**src/rtl/addsub_pkg.sv**
```systemverilog
// Shared types and elaboration-time helpers for the pipelined adder/subtractor.
package addsub_pkg;

  typedef enum logic {
    OP_ADD = 1'b0,
    OP_SUB = 1'b1
  } addsub_op_e;

  // Legal geometry: at least 2 bits, 1..WIDTH stages, equal-sized chunks.
  function automatic bit addsub_params_ok(input int width, input int stages);
    return (width >= 2) && (stages >= 1) && (stages <= width) && ((width % stages) == 0);
  endfunction

endpackage

```
**src/rtl/addsub_chunk.sv**
```systemverilog
// Combinational C-bit ripple full-adder chain; one carry-chain slice of the pipeline.
module addsub_chunk #(
  parameter int C = 4
) (
  input  logic [C-1:0] a,
  input  logic [C-1:0] b,
  input  logic         cin,
  output logic [C-1:0] sum,
  output logic         cout,
  output logic         c_msb
);

  logic [C:0] carry;

  // Bitwise ripple: carry[i] is the carry into bit i.
  always_comb begin
    carry    = '0;
    sum      = '0;
    carry[0] = cin;
    for (int i = 0; i < C; i++) begin
      sum[i]       = a[i] ^ b[i] ^ carry[i];
      carry[i + 1] = (a[i] & b[i]) | (carry[i] & (a[i] ^ b[i]));
    end
  end

  assign cout  = carry[C];
  assign c_msb = carry[C - 1];

endmodule

```
**src/rtl/pipelined_addsub.sv**
```systemverilog
// Pipelined two's-complement adder/subtractor: one register stage per C-bit carry chunk,
// valid/ready handshake with a combinational backward ready chain.
module pipelined_addsub
  import addsub_pkg::*;
#(
  parameter int WIDTH  = 16,
  parameter int STAGES = 4
) (
  input  logic             clk,
  input  logic             rst_n,
  input  logic             in_valid,
  output logic             in_ready,
  input  logic [WIDTH-1:0] a,
  input  logic [WIDTH-1:0] b,
  input  logic             cin,
  input  logic             op,
  output logic             out_valid,
  input  logic             out_ready,
  output logic [WIDTH-1:0] sum,
  output logic             cout,
  output logic             ovf
);

  localparam int C = WIDTH / STAGES;

  if (!addsub_params_ok(WIDTH, STAGES)) begin : g_param_check
    $error("pipelined_addsub: WIDTH must be >= 2 and divisible by STAGES (1..WIDTH)");
  end

  logic [STAGES-1:0] valid;
  logic [STAGES-1:0] load;
  logic              downstream;

  // A stage loads when it is empty or when its successor loads; out_ready closes the chain.
  always_comb begin
    load       = '0;
    downstream = out_ready;
    for (int k = STAGES - 1; k >= 0; k--) begin
      load[k]    = ~valid[k] | downstream;
      downstream = load[k];
    end
  end

  assign in_ready = load[0];

  for (genvar k = 0; k < STAGES; k++) begin : g_stage
    logic             stage_valid;
    logic [WIDTH-1:0] stage_res;
    logic [WIDTH-1:0] stage_a;
    logic [WIDTH-1:0] stage_b;
    logic             stage_carry;

    logic             src_valid;
    logic             src_carry;
    logic [WIDTH-1:0] src_res;
    logic [WIDTH-1:0] src_a;
    logic [WIDTH-1:0] src_b;
    logic [WIDTH-1:0] next_res;
    logic [C-1:0]     chunk_sum;
    logic             chunk_cout;
    logic             chunk_c_msb;

    // Stage 0 folds SUB into an add: B and the borrow-in are inverted once at entry.
    if (k == 0) begin : g_src
      assign src_valid = in_valid;
      assign src_a     = a;
      assign src_b     = (addsub_op_e'(op) == OP_SUB) ? ~b : b;
      assign src_carry = (addsub_op_e'(op) == OP_SUB) ? ~cin : cin;
      assign src_res   = '0;
    end else begin : g_src
      assign src_valid = g_stage[k-1].stage_valid;
      assign src_a     = g_stage[k-1].stage_a;
      assign src_b     = g_stage[k-1].stage_b;
      assign src_carry = g_stage[k-1].stage_carry;
      assign src_res   = g_stage[k-1].stage_res;
    end

    addsub_chunk #(.C(C)) u_chunk (
      .a     (src_a[k*C +: C]),
      .b     (src_b[k*C +: C]),
      .cin   (src_carry),
      .sum   (chunk_sum),
      .cout  (chunk_cout),
      .c_msb (chunk_c_msb)
    );

    // Insert this chunk's sum into the partial result carried from upstream.
    always_comb begin
      next_res              = src_res;
      next_res[k*C +: C]    = chunk_sum;
    end

    // Stage register; holds contents while stalled.
    always_ff @(posedge clk or negedge rst_n) begin
      if (!rst_n) begin
        stage_valid <= 1'b0;
        stage_res   <= '0;
        stage_a     <= '0;
        stage_b     <= '0;
        stage_carry <= 1'b0;
      end else if (load[k]) begin
        stage_valid <= src_valid;
        stage_res   <= next_res;
        stage_a     <= src_a;
        stage_b     <= src_b;
        stage_carry <= chunk_cout;
      end
    end

    assign valid[k] = stage_valid;

    if (k == STAGES - 1) begin : g_last
      logic ovf_flag;

      // Signed overflow: carry into MSB differs from carry out of MSB.
      always_ff @(posedge clk or negedge rst_n) begin
        if (!rst_n) begin
          ovf_flag <= 1'b0;
        end else if (load[k]) begin
          ovf_flag <= chunk_c_msb ^ chunk_cout;
        end
      end

      assign out_valid = stage_valid;
      assign sum       = stage_res;
      assign cout      = stage_carry;
      assign ovf       = ovf_flag;
    end
  end

endmodule
```
**config.mk**
```make
export PLATFORM = sky130hd
export DESIGN_NAME = pipelined_addsub
export DESIGN_NICKNAME = d
export VERILOG_FILES = /design/src/rtl/addsub_pkg.sv /design/src/rtl/addsub_chunk.sv /design/src/rtl/pipelined_addsub.sv
export SDC_FILE = /design/constraint.sdc
export NUM_CORES = 1
export LEC_CHECK = 0
export ABC_CLOCK_PERIOD_IN_PS = 2870
export CAP_MARGIN = 30
export CORE_MARGIN = 2
export CORE_UTILIZATION = 35
export DETAILED_ROUTE_END_ITERATION = 16
export GPL_ROUTABILITY_DRIVEN = 0
export SETUP_SLACK_MARGIN = 0.2
export SYNTH_ARGS = -nofsm -noshare
export SYNTH_HDL_FRONTEND = slang
export SYNTH_SLANG_ARGS = --single-unit
export TNS_END_PERCENT = 5
```
**constraint.sdc**
```tcl
create_clock -name clk -period 2.87 [get_ports clk]
set_clock_uncertainty 0.1 [all_clocks]
set_input_delay 0.574 -clock clk [delete_from_list [all_inputs] [get_ports clk]]
set_output_delay 0.574 -clock clk [all_outputs]
set_load 0.03 [all_outputs]
```
Word-level counts from Yosys, hierarchy flattened. Index checks and enable logic that the tools add are counted.

Memories kept: 0. Memory bits (read-only): 0. RAM bits: 0. Register bits after elaboration: 145. Logic and storage cells: 112. Output and inout bits: 20. Bits of input ports: 38. Bits in latches: 0.

Reductions and logical operators: 0. $mul: 0. Order comparisons: 0. Shift-type cells: 0. Equality and inequality tests: 0. Muxes and demuxes: 2. Div/mod/pow operators: 0. Bitwise operators: 91. Add/sub/neg operators: 0.

Operators by type and width (number): 1-bit XOR (33); 1-bit AND (32); 1-bit OR (20); 16-bit 2-to-1 mux (1); 16-bit inverter (1); 1-bit inverter (5); 1-bit 2-to-1 mux (1).

Depth between registers and ports, before layout.
Depth in word-level cells: 11. Depth in mapped cells: 11. Mapped depth without buffers: 9.

By module. Synthesis repeated with hierarchy kept, for this count alone.

Cell total of the unflattened synthesis: 344. Area total of the unflattened synthesis: 4234.1 µm².

By module, submodules not included: pipelined_addsub (cells each 296, instances 1, sequential area each 2427.3 µm², area an instance 3793.6 µm²); addsub_chunk (cells each 12, instances 4, sequential area each 0.0 µm², area an instance 110.1 µm²).

Least setup slack after synthesis. OpenSTA, ideal clock, no wires.

Path type: in2reg. Start: in op. End: reg g_stage[0].stage_res[3]. Data required time: 2.645 ns. Arrival time: 2.789 ns. Buffers on the path: 2. Path slack: -0.144 ns. Setup time: 0.125 ns. Stages on the path: 11. Path through: buf_2 buf_4 xnor2_1 fa_1 inv_1 fa_1 inv_1 fa_1 inv_1 fa_1 mux2_4.

Cells in the longest elaborated chain, start to end: 9. Elaborated cells between the ends (all ways): 16. Those cells by class: 2 x mux; 14 x bitwise.

RTL lines: from (decl) (RTL line pipelined_addsub.sv:16) `input logic op,`; 16-bit 2-to-1 mux (RTL line pipelined_addsub.sv:67) `assign src_b = (addsub_op_e'(op) == OP_SUB) ? ~b : b;`; 1-bit XOR (RTL line addsub_chunk.sv:22) `carry[i + 1] = (a[i] & b[i]) | (carry[i] & (a[i] ^ b[i]));`; 1-bit AND (RTL line addsub_chunk.sv:22); 1-bit OR (RTL line addsub_chunk.sv:22); 1-bit AND (RTL line addsub_chunk.sv:22); 1-bit OR (RTL line addsub_chunk.sv:22); 1-bit AND (RTL line addsub_chunk.sv:22); 1-bit OR (RTL line addsub_chunk.sv:22); 1-bit XOR (*) (RTL line addsub_chunk.sv:21) `sum[i] = a[i] ^ b[i] ^ carry[i];`; named net g_stage[0].chunk_sum[3] (RTL line pipelined_addsub.sv:59) `logic [C-1:0] chunk_sum;`; to (signal assigned) (RTL line pipelined_addsub.sv:103) `stage_res <= next_res;`; to (decl) (RTL line pipelined_addsub.sv:48) `logic [WIDTH-1:0] stage_res;`.

The timed path passes the listed nets; every way through them passes the cells marked *. A chain may end at the register's enable or synchronous reset.

Final worst setup path. Ends and elaborated chain as after synthesis.

==> metrics.md <==
| Metric | Value |
|---|---|
| Maximum vdd drop | 0.278 mV |
| # rows | 40 |
| Filler cells | 1109 |
| Area of the multi-input gates | 1670 µm² |
| Post CTS Setup Buffer Count | 0 |
| Post-synthesis cell count | 294 |
| Drt pass-1 iters | 4 |
| Final period utilization | 0.895 |
| DR iter-0 viols | 41 |
| Utilization after layout | 0.446 |
| Sequential fraction of the synthesis area | 0.564 |
| Post-synthesis adder-cell area fraction | 0.0744 |
| GRT Total Usage | 0.123 |
| CTS Buffer Depth | 2 |
| Final-stage net count | 411 |
| Slew headroom | 0.700 |
| Final Critical Period | 2.57 ns |
| Most frequent cells in the layout | dfrtp_1 (97), clkdlybuf4s50_1 (51), mux2_2 (34) |
| Worst setup EP type | flip-flop |
| Chip height | 115 µm |
| Critical R2R Capture | sum[15] |
| Synthesis Warnings | 0 |
| GRT busiest layer | met2 |
| WL final | 7280 µm |
| Xor/xnor share of the synthesized area | 0.0366 |
| Crit path capture | g_stage[0].stage_res[3] |
| Reg2reg setup slack | 0.59 ns |
| Seq cells post-synth | 97 |
| Num Clock Sinks | 97 |
| Die ar. | 13200 µm² |
| Grt total ovfl | 0 |
| Reg area | 2430 µm² |
| Reg clk slew, reported paths | 0.06 ns |
| Net count after synthesis | 348 |
| GRT met2 Usage | 0.196 |
| Synth-to-Final Area Change | 24.5% |
| Pwr/cell area | 868 nW/µm² |
| Die width | 115 µm |
| Reg2reg path depth | 8 |
| Syn_area_per_cell | 14.6 µm² |
| CTS Buf Count | 9 |
| First-pass GRT wire length | 12500 µm |
| Critical path type | in -> reg |
| Req. time, crit path | 2.98 ns |
| Commonest non-fill, non-tap cell in the layout | dfrtp_1 |
| Routed vias | 2269 |
| DP HPWL | 5150 µm |
| Antenna fix cells | 0 |
| Compound-cell area share of the yosys netlist | 0.0209 |
| Area of the mapped netlist | 4300 µm² |
| Total chip power | 4650 µW |
| Worst-Skew Late Latency | 0.33 ns |
| Vias per Instance | 4.47 |
| Synth unique cells | 23 |
| Status | finished clean |
| GRT met1 Usage | 0.168 |
| RSZ-0062 raised after global routing | false |
| Setup TNS | 0 ns |
| Layout cells sized above 1 | 0.244 |
| TritonCTS clock tree | built |
| Final Cell Area | 5360 µm² |
| H-tree levels | 3 |
| Hold Vio Cnt, Final | 0 |
| Max-capacitance violation count | 0 |
| Slew @ Worst Pin | 0.450 ns |
| Pin count of the biggest net entering global routing | 72 |
| Number of remaining DRC errors | 0 |
| Multiplexer area fraction after synthesis | 0.210 |
| Routed Antenna Nets | 0 |
| Critical path launch point type | input port |
| Clock Root Buffer | clkbuf_16 |
| Leakage | 0.00241 µW |
| Post-DR wirelength/cell | 14.3 µm |
| Arrival @ worst endpoint | 2.68 ns |
| Hold WC Path Type | in -> async |
| Final Max Slew Viols | 0 |
| Post-Synth Simple-Gate Area | 0.0387 |
| Placed cell area | 5030 µm² |
| Final setup viols | 0 |
| Fmax | 389 MHz |
| Worst-path fanout max | 3 |
| Initial Utilization | 0.358 |
| Reg-to-reg startpoint | g_stage[2].stage_a[12] |
| PortBufs | 57 |
| Total core area | 12000 µm² |
| Vias in the first global route | 2452 |
| Initial antenna violation count | 0 |
| I/O pin count | 58 |
| Met3 usage | 0.0248 |
| Hold slack | 0.0500 ns |
| Largest family of logic cells by synthesized area | multiplexers |
| CP Launch Point | op |
## state kept, by name, summed over array words and instances, names as in the netlist
name / count
out_valid: 1
g_stage.stage_valid: 3
sum: 16
cout: 1
g_stage.stage_b: 24
g_stage.stage_a: 24
ovf: 1
g_stage.stage_res: 24
g_stage.stage_carry: 3
## area by class of cell
| type | count | share of cell area |
|---|---|---|
| inverter | 29 | 0.0203 |
| sequential | 97 | 0.453 |
| timing repair buffer | 66 | 0.122 |
| tap | 147 | 0.0343 |
| multi-input combinational | 154 | 0.312 |
| clock buffer | 12 | 0.0460 |
| clock inverter | 3 | 0.0121 |
## how the worst min path moves through the flow
stage / cells after the start / slack (ns) / from / to
finish: 1 / 0.05 / rst_n / g_stage[0].stage_b[10]
floorplan: 0 / 0.18 / rst_n / cout
detailed placement: 1 / 0.36 / g_stage[0].stage_valid / g_stage[1].stage_valid
global route: 1 / 0.08 / rst_n / g_stage[0].stage_b[10]
global placement: 1 / 0.35 / g_stage[0].stage_valid / g_stage[1].stage_valid
CTS: 1 / 0.06 / rst_n / g_stage[0].stage_a[9]
## power breakdown
group | total [µW] | switching [µW] | leakage, µW | internal, µW
clock | 1250 | 468 | 0.000153 | 782
sequential | 2010 | 233 | 0.00112 | 1780
combinational | 1390 | 660 | 0.00113 | 728
total | 4650 | 1360 | 0.00241 | 3290
## critical path: stages
cell,delay [ns]
clkbuf_2,0.09
buf_6,0.13
xnor2_4,0.14
fa_2,0.35
inv_2,0.07
fa_2,0.19
inv_2,0.04
fa_2,0.37
inv_2,0.06
fa_1,0.39
mux2_4,0.27
## Yosys cell counts
master | instances | area (µm²)
xor2_1 | 13 | 114
inv_1 | 29 | 109
nand2_1 | 9 | 33.8
nand4b_4 | 1 | 23.8
nor2_1 | 10 | 37.5
mux2_4 | 17 | 255
o21ai_0 | 8 | 40.0
a21oi_1 | 10 | 50.1
clkbuf_1 | 1 | 3.75
buf_6 | 6 | 67.6
mux2i_1 | 4 | 40.0
buf_8 | 2 | 30.0
xnor2_1 | 5 | 43.8
nand2b_1 | 4 | 25.0
nand3b_4 | 1 | 20.0
fa_1 | 16 | 320
dfrtp_1 | 97 | 2430
buf_4 | 1 | 7.51
or2_2 | 1 | 6.26
mux2_2 | 34 | 383
buf_2 | 4 | 20.0
nor2_8 | 1 | 20.0
mux2_1 | 20 | 225
## logic make-up after synthesis
kind of cell / count (synthesis)
xor+xnor: 18
fa+ha+maj: 16
buf+inv: 43
mux: 75
compound gates: 18
flops: 97
simple gates: 27
## metal layers
| metal | part of all wire | wire length [µm] |
|---|---|---|
| met5 | 0 | 0 |
| met4 | 0.012 | 90 |
| met3 | 0.033 | 238 |
| met2 | 0.49 | 3550 |
| met1 | 0.47 | 3390 |
## through the flow
| step | setup WS [ns] | std cells |
|---|---|---|
| finish | 0.301 | 508 |
| global route | 0.225 | 508 |
| CTS | 0.0667 | 508 |
| detailed placement | -0.370 | 493 |
| global placement | -0.340 | 493 |
| floorplan | 0.0124 | 294 |
## repair_timing
item	in CTS	in global routing
gates resized for setup	3	8
endpoints found under the setup margin	3	2
hold buffers	0	0
hold endpoints to repair	0	0
pin swaps	0	4
(Power assumes the default switching activity.)
==> edit 1: new RTL, same settings <==
The parameter `STAGES` goes from 4 to 8.
--- a/src/rtl/pipelined_addsub.sv
+++ b/src/rtl/pipelined_addsub.sv
@@ -6,3 +6,3 @@
   parameter int WIDTH  = 16,
-  parameter int STAGES = 4
+  parameter int STAGES = 8
 ) (
Check against the original RTL: not equivalent (a bounded check fails within 10 cycles, from zero or initial values and one cycle with rst_n low).
==> edit 1 against the original RTL <==
The flow now finishes with violations (negative hold slack). Register-to-register slack better by 330 ps. Sequential cell count rose by 104. Total power up 99%. Worst setup slack gained 43 ps. Sequential share of layout area up 6.4 points. Area after synthesis is 88% higher. Non-clock buffer count increased by 6. Synthesized cell count rose by 93%. First-iteration DRC count rose to 3.4 times the old value. Critical path depth fell by 6. Wire length is 82% higher. Final area is 81% higher.
==> edit 1: results <==
group,metric,value,unit
sta,hold_violations,5,
place,placed_cell_area,9040,um2
setup_path,r2r_cells,4,
global_routing,grt_use_met3,0.0217,
pwr,pwr-share-clk,0.289,
pwr,p_leak,4.25,nW
yosys,ys_top_cells_by_area,"dfrtp_1 (62%), mux2_2 (20%), fa_1 (4.0%), nand2_1 (2.2%), inv_1 (1.9%)",
clocking,cts_resized,0,
routing,met1Wirelength,6180,um
layout,nClkBuffers,28,
routing,wl_met2,6220,um
setup_path,critPathArrivalTime,1850,ps
layout,layout.nonclk_buf_frac,0.0769,
clocking,clk_path_buf_depth,3,
place,dp_hpwl,9300,um
place,dpl.cell_count,900,
setup_path,timing.rr.end,"g_stage[4].stage_a[15]",
global_routing,grt_util_met2,0.189,
global_routing,grt_max_degree,74,
status,status,"complete, but fails checks",
routing,wire_per_inst,14.2,um
sta,relSlewSlack,0.602,
sta,holdWs,-9.77,ps
clocking,cts_buffers,21,
sta,fmax,396,MHz
layout,buffers,72,
setup_path,endpoint,"in_ready",
layout,sh_seq_area,0.518,
layout,inverters,40,
yosys,yosys-top-cells-count,"dfrtp_1 (201), mux2_2 (142), nand2_1 (47)",
global_routing,met1_usage,0.156,
status,violations,"negative hold slack",
routing,first_iter_violations,140,
global_routing,grt_first_pass_wirelength,23200,um
pwr,sequentialPowerShare,0.460,
place,post-place-ws,94.4,ps
layout,nMultiInputCombCells,302,
yosys,ys_types,30,
global_routing,grt_pass1_vias,4674,
yosys,synth-seq-area-share,0.623,
setup_path,cp_top_family,"buffers and inverters",
setup_path,slowest_stage,"clkdlybuf4s50_1",
## edit 1: cell count changes after synthesis, moves of 4 or more
cell / before / now
mux2_2: 34 / 142
dfrtp_1: 97 / 201
nand2_1: 9 / 47
mux2_1: 20 / 3
mux2_4: 17 / 0
inv_1: 29 / 40
o21ai_0: 8 / 19
buf_2: 4 / 11
clkbuf_1: 1 / 7
mux2i_1: 4 / 8
nand3_1: 0 / 4
## edit 1: logic make-up (layout without fill, tap and decap cells)
group | after synthesis | in the layout | synth area share
AOI/OAI and AO/OA | 32 | 32 | 0.0198
xor gates and xnor gates | 18 | 18 | 0.0195
adders and majority gates | 16 | 16 | 0.0397
buffers and inverters | 65 | 147 | 0.0361
DFF | 201 | 201 | 0.623
muxes | 153 | 153 | 0.212
and+or+nand+nor | 83 | 83 | 0.0497
## edit 1: per-stage QoR
stage	util	hold WS [ps]
6_report	0.429	-9.77
5_1_grt	0.429	49.0
4_1_cts	0.429	25.7
3_5_place_dp	0.399	353
3_3_place_gp	0.399	353
2_1_floorplan	-	178
==> edit 2: new RTL, same flow settings <==
Without the edit above. Register the output `ovf` once more, cleared by the reset; this adds one clock of latency there. The other outputs are not delayed to match.
--- a/src/rtl/pipelined_addsub.sv
+++ b/src/rtl/pipelined_addsub.sv
@@ -24,2 +24,4 @@
   localparam int C = WIDTH / STAGES;
+
+  logic ovf_d;
 
@@ -126,3 +128,11 @@
       assign cout      = stage_carry;
-      assign ovf       = ovf_flag;
+      assign ovf_d     = ovf_flag;
+    end
+  end
+
+  always_ff @(posedge clk or negedge rst_n) begin
+    if (!rst_n) begin
+      ovf <= '0;
+    end else begin
+      ovf <= ovf_d;
     end
Behaviour: not the same (a bounded check fails within 10 cycles, from zero or initial values and one cycle with rst_n low).
==> edit 2 against the original RTL <==
Sequential cell count increased by 1. Final area increased by 1.0%. Total power increased by 0.99%. Global-route usage increased by 0.45 points. Register-to-register slack got worse by 60 ps. Area after synthesis increased by 0.58%. Count of clock-buffer cells in the layout increased by 3. First-iteration DRC count increased to 2.7 times the old value. Worst setup slack got worse by 60 ps. Via count increased by 0.75%. Worst hold slack improved by 110 ps. Wire length increased by 3.2%. Non-clock buffer count unchanged. Critical path type unchanged. Critical endpoint unchanged.
==> edit 2: results <==
group,metric,value,unit
place,post-place-ws,-376,ps
setup_path,timing.rr.start,"g_stage[2].stage_a[12]",
clocking,cts-htree-levels,3,
status,status,"finished clean",
layout,num-nets-final,412,
yosys,synthArstFlopShare,1.00,
pwr,ir_worst_vdd,0.247,mV
setup_path,r2r_slack,530,ps
place,dpl.cell_count,515,
yosys,ys_types,23,
setup_path,slowest_stage,"fa_1",
global_routing,grt_antenna_before_repair,0,
routing,first_iter_violations,109,
clocking,root_buffer,"clkbuf_16",
global_routing,grt_first_pass_wirelength,12800,um
clocking,clk_path_buf_depth,2,
global_routing,grt_max_degree,50,
yosys,synth-seq-area-share,0.567,
yosys,yosys-top-cells-count,"dfrtp_1 (98), mux2_2 (34), inv_1 (29)",
clocking,clkSlewWorstSetupHoldPaths,60,ps
yosys,syn_inst,295,
setup_path,timing.rr.end,"sum[15]",
layout,layout_top_registers,"g_stage.stage_a x24, g_stage.stage_b x24, g_stage.stage_res x24",
layout,diodes,0,
layout,layout-drive-gt1-share,0.245,
setup_path,critPathArrivalTime,2750,ps
routing,firstDrtPassIters,4,
clocking,clk_latency,340,ps
routing,routed_wl,7510,um
setup_path,cp_max_fo,1,
routing,via_per_inst,4.31,
worst_hold_path,hold_path_class,"input port to asynchronous set/reset pin",
place,dp_hpwl,5240,um
pwr,power.switching,0.00139,W
sta,relSlewSlack,0.567,
yosys,synth.net_count,349,
layout,finalNonFillerCells,531,
clocking,cts_buffers,9,
setup_path,crit_path_max_incr_delay,390,ps
setup_path,r2r_cells,8,
global_routing,grtUsageTotal,0.127,
yosys,yosys_warnings,0,
yosys,synth_ff_type,"dfrtp_1",
place,portBuffers,57,
yosys,ys_top_cells_by_area,"dfrtp_1 (57%), mux2_2 (8.8%), fa_1 (7.4%), mux2_4 (5.9%), mux2_1 (5.2%)",
sta,fin_setup_tns,0,ps
global_routing,grt_pass1_vias,2448,
sta,period_share,0.916,
pwr,p_leak,2.41,nW
edit 2: changes by cell type after synthesis:
| cell | change |
|---|---|
| dfrtp_1 | +1 |
edit 2: power by group through the flow:
stage / logic, W / registers, W / clock network, W
final: 0.00141 / 0.00203 / 0.00125
after global placement: 0.00140 / 0.00205 / 0
after floorplan: 0.000701 / 0.00225 / 0
after CTS: 0.00144 / 0.00204 / 0.00129
after global routing: 0.00155 / 0.00209 / 0.00136
after detailed placement: 0.00143 / 0.00207 / 0
edit 2: worst max-delay path by stage:
stage / startpoint / to / depth (start not counted)
floorplan: op / g_stage[0].stage_res[3] / 11
global placement: op / g_stage[0].stage_res[3] / 11
detailed placement: op / g_stage[0].stage_res[3] / 11
CTS: cin / g_stage[0].stage_res[3] / 10
global route: b[0] / g_stage[0].stage_res[3] / 10
finish: b[0] / g_stage[0].stage_res[3] / 10
edit 2: area by class of cell:
type	instances	area [um2]
fillers	1087	6650
clock buffers	15	288
inverters	29	109
clock inverters	1	30.0
well taps	168	210
repair buffers	66	649
flip-flops and latches	98	2450
multi-input cells	154	1670
edit 2: cell families after synthesis:
logic type / Yosys count / synth area share
AOI/OAI and AO/OA: 18 / 0.0208
and+or+nand+nor: 27 / 0.0385
buffers and inverters: 43 / 0.0549
adders and majority gates: 16 / 0.0740
DFF: 98 / 0.567
xor gates and xnor gates: 18 / 0.0364
muxes: 75 / 0.209
edit 2: metal layers:
layer	part of all wire	wire, um	vias to the layer above	GRT usage
met5	0	0	-	0
met4	0.016	123	0	0.0530
met1	0.49	3670	1160	0.176
li1	-	-	1082	-
met3	0.028	214	10	0.0258
met2	0.47	3510	34	0.196
edit 2: what timing repair did:
action / 4_1_cts / 5_1_grt
setup endpoints to repair: 3 / 2
hold buffers: 0 / 0
hold endpoints to repair: 0 / 0
buffers inserted: 0 / 0
gates resized for setup: 5 / 6
cloned: 0 / 0
pin swaps: 0 / 4
edit 2: stage by stage:
step	util	instance area [um2]	total power, W	hold WS [ps]
CTS	0.448	5410	0.00477	188
global placement	0.421	5080	0.00345	261
global route	0.449	5410	0.00500	214
floorplan	-	4380	0.00295	178
detailed placement	0.421	5080	0.00350	265
finish	0.449	5410	0.00470	159
edit 2: critical path: cells and delay by family:
family	cells	cell delay, ps
xor+xnor	1	140
fa+ha+maj	4	1300
mux	1	270
buf+inv	4	460
